## src/rtl/board_io_ctrl_if.sv

```systemverilog
// Front-panel signal bundle: switches and raw buttons in, LEDs and
// multiplexed seven-segment display out.
interface board_io_ctrl_if #(
    parameter int SW_W = 8,
    parameter int NDIG = 4
);
    logic [SW_W-1:0] switches;
    logic            bBottom;
    logic            bLeft;
    logic            bRight;
    logic [SW_W-1:0] leds;
    logic [NDIG-1:0] anodes;
    logic [7:0]      SSD;

    modport master (
        output switches, bBottom, bLeft, bRight,
        input  leds, anodes, SSD
    );

    modport slave (
        input  switches, bBottom, bLeft, bRight,
        output leds, anodes, SSD
    );
endinterface

```

## src/rtl/board_io_ctrl.sv

```systemverilog
// Front-panel controller: debounced buttons drive a clear/add/subtract
// accumulator shown on LEDs and as hex on a scanned seven-segment display.
module board_io_ctrl #(
    parameter int SW_W     = 8,
    parameter int NDIG     = 4,
    parameter int DEB_CYC  = 16,
    parameter int SCAN_DIV = 1024
) (
    input  logic           x1,
    input  logic           rst,
    board_io_ctrl_if.slave io
);
    localparam int ACC_W   = 4 * NDIG;
    localparam int CNT_W   = $clog2(DEB_CYC + 1);
    localparam int PRE_W   = $clog2(SCAN_DIV);
    localparam int IDX_W   = (NDIG > 1) ? $clog2(NDIG) : 1;
    localparam int NBTN    = 3;
    localparam int BTN_CLR = 0;
    localparam int BTN_ADD = 1;
    localparam int BTN_SUB = 2;

    // Active-low {g..a} glyphs for one hex nibble.
    function automatic logic [6:0] hex_glyph(input logic [3:0] nib);
        logic [6:0] seg;
        case (nib)
            4'h0: seg = 7'h40;
            4'h1: seg = 7'h79;
            4'h2: seg = 7'h24;
            4'h3: seg = 7'h30;
            4'h4: seg = 7'h19;
            4'h5: seg = 7'h12;
            4'h6: seg = 7'h02;
            4'h7: seg = 7'h78;
            4'h8: seg = 7'h00;
            4'h9: seg = 7'h10;
            4'hA: seg = 7'h08;
            4'hB: seg = 7'h03;
            4'hC: seg = 7'h46;
            4'hD: seg = 7'h21;
            4'hE: seg = 7'h06;
            default: seg = 7'h0E;
        endcase
        return seg;
    endfunction

    logic [NBTN-1:0]            btn_raw;
    logic [NBTN-1:0]            sync1_q, sync1_d;
    logic [NBTN-1:0]            sync2_q, sync2_d;
    logic [NBTN-1:0]            deb_q, deb_d;
    logic [NBTN-1:0]            deb_dly_q, deb_dly_d;
    logic [NBTN-1:0][CNT_W-1:0] cnt_q, cnt_d;
    logic [NBTN-1:0]            press;

    logic [ACC_W-1:0]           acc_q, acc_d;
    logic                       ovf_q, ovf_d;
    logic [ACC_W-1:0]           sw_ext;
    logic [ACC_W:0]             sum_w;
    logic [ACC_W:0]             diff_w;

    logic [PRE_W-1:0]           pre_q, pre_d;
    logic [IDX_W-1:0]           idx_q, idx_d;
    logic [NDIG-1:0]            anodes_q, anodes_d;
    logic [7:0]                 ssd_q, ssd_d;
    logic [3:0]                 nib;

    assign btn_raw = {io.bRight, io.bLeft, io.bBottom};

    // Synchroniser and debounce: the counter measures how long the
    // synchronised level has disagreed with the accepted level.
    always_comb begin
        sync1_d   = btn_raw;
        sync2_d   = sync1_q;
        deb_dly_d = deb_q;
        deb_d     = deb_q;
        cnt_d     = '0;
        for (int b = 0; b < NBTN; b++) begin
            if (sync2_q[b] != deb_q[b]) begin
                if (cnt_q[b] == CNT_W'(DEB_CYC - 1)) begin
                    deb_d[b] = sync2_q[b];
                end else begin
                    cnt_d[b] = cnt_q[b] + CNT_W'(1);
                end
            end
        end
    end

    assign press = deb_q & ~deb_dly_q;

    // The extra top bit of the sum/difference is the carry/borrow.
    always_comb begin
        sw_ext              = '0;
        sw_ext[SW_W-1:0]    = io.switches;
        sum_w               = {1'b0, acc_q} + {1'b0, sw_ext};
        diff_w              = {1'b0, acc_q} - {1'b0, sw_ext};
        acc_d               = acc_q;
        ovf_d               = ovf_q;
        if (press[BTN_CLR]) begin
            acc_d = '0;
            ovf_d = 1'b0;
        end else if (press[BTN_ADD]) begin
            acc_d = sum_w[ACC_W-1:0];
            ovf_d = ovf_q | sum_w[ACC_W];
        end else if (press[BTN_SUB]) begin
            acc_d = diff_w[ACC_W-1:0];
            ovf_d = ovf_q | diff_w[ACC_W];
        end
    end

    always_comb begin
        pre_d = pre_q + PRE_W'(1);
        idx_d = idx_q;
        if (pre_q == PRE_W'(SCAN_DIV - 1)) begin
            pre_d = '0;
            idx_d = (idx_q == IDX_W'(NDIG - 1)) ? '0 : idx_q + IDX_W'(1);
        end

        nib = acc_q[3:0];
        for (int d = 0; d < NDIG; d++) begin
            if (idx_q == IDX_W'(d)) begin
                nib = acc_q[4*d +: 4];
            end
        end

        anodes_d = ~(NDIG'(1) << idx_q);
        ssd_d    = {~((idx_q == '0) && ovf_q), hex_glyph(nib)};
    end

    always_ff @(posedge x1 or posedge rst) begin
        if (rst) begin
            sync1_q   <= '0;
            sync2_q   <= '0;
            deb_q     <= '0;
            deb_dly_q <= '0;
            cnt_q     <= '0;
            acc_q     <= '0;
            ovf_q     <= 1'b0;
            pre_q     <= '0;
            idx_q     <= '0;
            anodes_q  <= '1;
            ssd_q     <= 8'hFF;
        end else begin
            sync1_q   <= sync1_d;
            sync2_q   <= sync2_d;
            deb_q     <= deb_d;
            deb_dly_q <= deb_dly_d;
            cnt_q     <= cnt_d;
            acc_q     <= acc_d;
            ovf_q     <= ovf_d;
            pre_q     <= pre_d;
            idx_q     <= idx_d;
            anodes_q  <= anodes_d;
            ssd_q     <= ssd_d;
        end
    end

    assign io.leds   = acc_q[SW_W-1:0];
    assign io.anodes = anodes_q;
    assign io.SSD    = ssd_q;

endmodule

```

## src/flat_wrapper.sv

```systemverilog
// flat-port wrapper written by rule: the top's interface ports become plain ports
module board_io_ctrl_flat 
#(
    parameter int SW_W     = 8,
    parameter int NDIG     = 4,
    parameter int DEB_CYC  = 16,
    parameter int SCAN_DIV = 1024
)
  (x1, rst, io_switches, io_bBottom, io_bLeft, io_bRight, io_leds, io_anodes, io_SSD);
  board_io_ctrl_if #(.SW_W(SW_W), .NDIG(NDIG)) io_i ();
  input  logic x1;
  input  logic rst;
  input wire logic [$bits(io_i.switches)-1:0] io_switches;
  input wire logic [$bits(io_i.bBottom)-1:0] io_bBottom;
  input wire logic [$bits(io_i.bLeft)-1:0] io_bLeft;
  input wire logic [$bits(io_i.bRight)-1:0] io_bRight;
  output wire logic [$bits(io_i.leds)-1:0] io_leds;
  output wire logic [$bits(io_i.anodes)-1:0] io_anodes;
  output wire logic [$bits(io_i.SSD)-1:0] io_SSD;
  assign io_i.switches = io_switches;
  assign io_i.bBottom = io_bBottom;
  assign io_i.bLeft = io_bLeft;
  assign io_i.bRight = io_bRight;
  assign io_leds = io_i.leds;
  assign io_anodes = io_i.anodes;
  assign io_SSD = io_i.SSD;
  board_io_ctrl #(.SW_W(SW_W), .NDIG(NDIG), .DEB_CYC(DEB_CYC), .SCAN_DIV(SCAN_DIV)) u_core (.x1(x1), .rst(rst), .io(io_i));
endmodule
```

## config.mk

```make
export PLATFORM = sky130hd
export DESIGN_NAME = board_io_ctrl_flat
export DESIGN_NICKNAME = d
export VERILOG_FILES = /design/src/rtl/board_io_ctrl_if.sv /design/src/rtl/board_io_ctrl.sv /design/src/flat_wrapper.sv
export SDC_FILE = /design/constraint.sdc
export NUM_CORES = 1
export LEC_CHECK = 0
export ABC_AREA = 0
export BUFFER_PORTS_ARGS = -buffer_cell sky130_fd_sc_hd__buf_4
export CAP_MARGIN = 20
export CORE_UTILIZATION = 44
export CTS_BUF_LIST = sky130_fd_sc_hd__clkbuf_8 sky130_fd_sc_hd__clkbuf_16
export CTS_CLUSTER_SIZE = 24
export DETAILED_ROUTE_END_ITERATION = 12
export GPL_TIMING_DRIVEN = 0
export PLACE_DENSITY = 0.76
export SLEW_MARGIN = 20
export SYNTH_ARGS = -nofsm -noshare
export SYNTH_HDL_FRONTEND = slang
export SYNTH_SLANG_ARGS = --single-unit
export TNS_END_PERCENT = 10
```

## constraint.sdc

```tcl
create_clock -name x1 -period 2.2 [get_ports x1]
set_input_delay 0.22 -clock x1 [delete_from_list [all_inputs] [get_ports x1]]
set_output_delay 0.22 -clock x1 [all_outputs]
set_load 0.03 [all_outputs]
```

==> run metrics <==
outcome completed; Final Instance Area 0.00479 mm²; HPWL Detailed 5.68 mm; placed inst area 0.00434 mm²; actual slew at the worst max-slew pin 759 ps; Worst Skew 8.57 ps; cell count after synthesis 397; DRT Wirelength 8.05 mm; final max-slew violation count 0; clock sink count 68; ys flop type dfrtp_1; DR pass1 iterations 4; Via-to-Cell Ratio 5.36; Num CTS Buffers 9; Post-synth EDFFs 0; gpl congestion 0.857; Initial Util 0.453; I/O pin total 33; Routed Antenna Nets 0; Final min period 2200 ps; Cell Area, Synth 0.00393 mm²; antenna violations before repair 0; post-synth top area share 0.356; DR iter-0 viols 156; wire per inst 14.2 µm; leakage 2.27 nW; CTS max path bufs 2; root buffer cell clkbuf_8; top cells by area, synth dfrtp_1 36%, ha_1 9.5%, dfstp_2 8.0%; crit-path max FO 5; TNS Setup 0 ps; GRT Total Usage 0.180; CP Class reg -> reg; htree depth 3; first-pass GRT wire length 12.9 mm; DR vias 3038; Synth Register Bits 68; Yosys Warn Count 0; Setup crit end kind flip-flop; # setup viols final 0; post-route setup slack 1.70 ps; Synth cell types 58; CTS tree yes; Design Power 2.57 mW; CP arrival 2440 ps; Core ar. 0.00868 mm²; cell accounting for the most synthesized area dfrtp_1; most frequent cells in the layout 53 x dfrtp_1, 50 x buf_4, 41 x nor2_1; Fmax 455 MHz; Post-Syn Area per Cell 9.91 µm²; vias in the first global route 2875; pwr dens 536 mW/mm²; Hold WC Path Type in -> reg; largest net degree at the start of global routing 46; latest clock arrival within the worst-skew pair 350 ps; area of the die 0.00932 mm²; Post-route DRC 0; crit share post-route 0.999; share of cells above drive strength 1 0.272; DIE WIDTH 96.6 µm; asr flop ratio synth 1.00; Slew Limit Headroom 0.492; clock slew at reported path FFs 80 ps; global route overflow 0; RSZ-0062 raised after global routing yes; Fin. Hold Viols 0; pre-CTS setup slack -261 ps; FP Rows 34; area grow syn2layout 21.9%; commonest non-fill, non-tap cell in the layout dfrtp_1; # nets final 499; post-synthesis sequential area ratio 0.436; port bufs 32; ANT cells 0; reg-to-reg slack, setup 2 ps; height of the die 96.6 µm; max_cap viols 0; Req. time, crit path 2440 ps; Startpoint Class flip-flop; Synthesized Nets 442; maximum vdd ir drop 292 µV
[sequential cells by signal, summed over array words and instances, names as in the netlist, 3 cells and up]
register / flops
u_core.cnt_q: 15
u_core.acc_q: 16
u_core.deb_dly_q: 3
u_core.io.SSD: 8
u_core.pre_q: 10
u_core.sync1_q: 3
u_core.sync2_q: 3
u_core.io.anodes: 4
u_core.deb_dly_d: 3
[cells in the mapped netlist, drive strengths merged, types with 7 or more instances]
| cell | instances |
|---|---|
| dfrtp | 56 |
| nand2 | 21 |
| a21oi | 17 |
| inv | 25 |
| a22o | 9 |
| nand2b | 7 |
| nor2 | 42 |
| nand3 | 16 |
| and2 | 7 |
| ha | 30 |
| nor2b | 9 |
| xnor2 | 8 |
| xor2 | 20 |
| buf | 15 |
| o21ai | 15 |
| dfstp | 12 |
[metal layers]
metal	vias up	global-route usage	routed length (µm)
met1	1466	0.223	3630
met5	-	0	0
met3	9	0.0430	295
li1	1506	-	-
met2	57	0.308	4020
met4	0	0.0625	107
[cell type report]
| class | count | area [µm²] |
|---|---|---|
| fillers | 759 | 3880 |
| multi-input cells | 284 | 2170 |
| flip-flops and latches | 68 | 1720 |
| repair buffers | 47 | 379 |
| well taps | 108 | 135 |
| clock buffers | 9 | 124 |
| plain buffers | 17 | 110 |
| inverters | 27 | 105 |
| clock inverters | 7 | 51.3 |
[logic make-up (layout without fill, tap and decap cells)]
logic type	after synthesis	count (layout)	share of synthesized area
AOI/OAI and AO/OA	84	84	0.152
xor gates and xnor gates	28	28	0.0623
adders and majority gates	32	32	0.106
buffers and inverters	45	107	0.0528
DFF	68	68	0.436
muxes	8	8	0.0219
and+or+nand+nor	132	132	0.169
[path summary, 6_finish.rpt]
kind,end,cells past startpoint,start
max,u_core.acc_q[7]$_DFFE_PP0P_,6,u_core.acc_q[5]$_DFFE_PP0P_
min,u_core.acc_q[0]$_DFFE_PP0P_,3,io_switches[0]
max reg2reg,u_core.acc_q[7]$_DFFE_PP0P_,6,u_core.acc_q[5]$_DFFE_PP0P_
min reg2reg,u_core.sync2_q[2]$_DFF_PP0_,0,u_core.sync1_q[2]$_DFF_PP0_
max in group asynchronous,u_core.acc_q[0]$_DFFE_PP0P_,4,rst
min in group asynchronous,u_core.pre_q[8]$_DFF_PP0_,3,rst
[report_power, final]
group / switching, mW / total (mW) / internal, mW
combinational: 0.191 / 0.343 / 0.152
clock: 0.497 / 0.910 / 0.413
sequential: 0.0248 / 1.32 / 1.29
[per-stage QoR]
stage                     cells   util  hold slack (ps)
after global routing        567  0.552              183
after floorplan             397      -              251
after detailed placement    538  0.500              205
after CTS                   561  0.533              179
after global placement      537  0.497              332
final                       567  0.552              184
[worst max-delay path: stages (launching register included)]
cell      delay, ps
dfrtp_1         450
ha_1            320
or3_1           410
or4_1           450
o311ai_1        140
xor2_1          110
a22o_1          210
[what timing repair did]
item	CTS	global route
buffers inserted	4	6
hold buffers	4	0
endpoints found under the setup margin	14	17
pin swaps	1	6
hold endpoints to repair	14	0
resized for setup	12	28
Power figures use the tool's default switching activity.
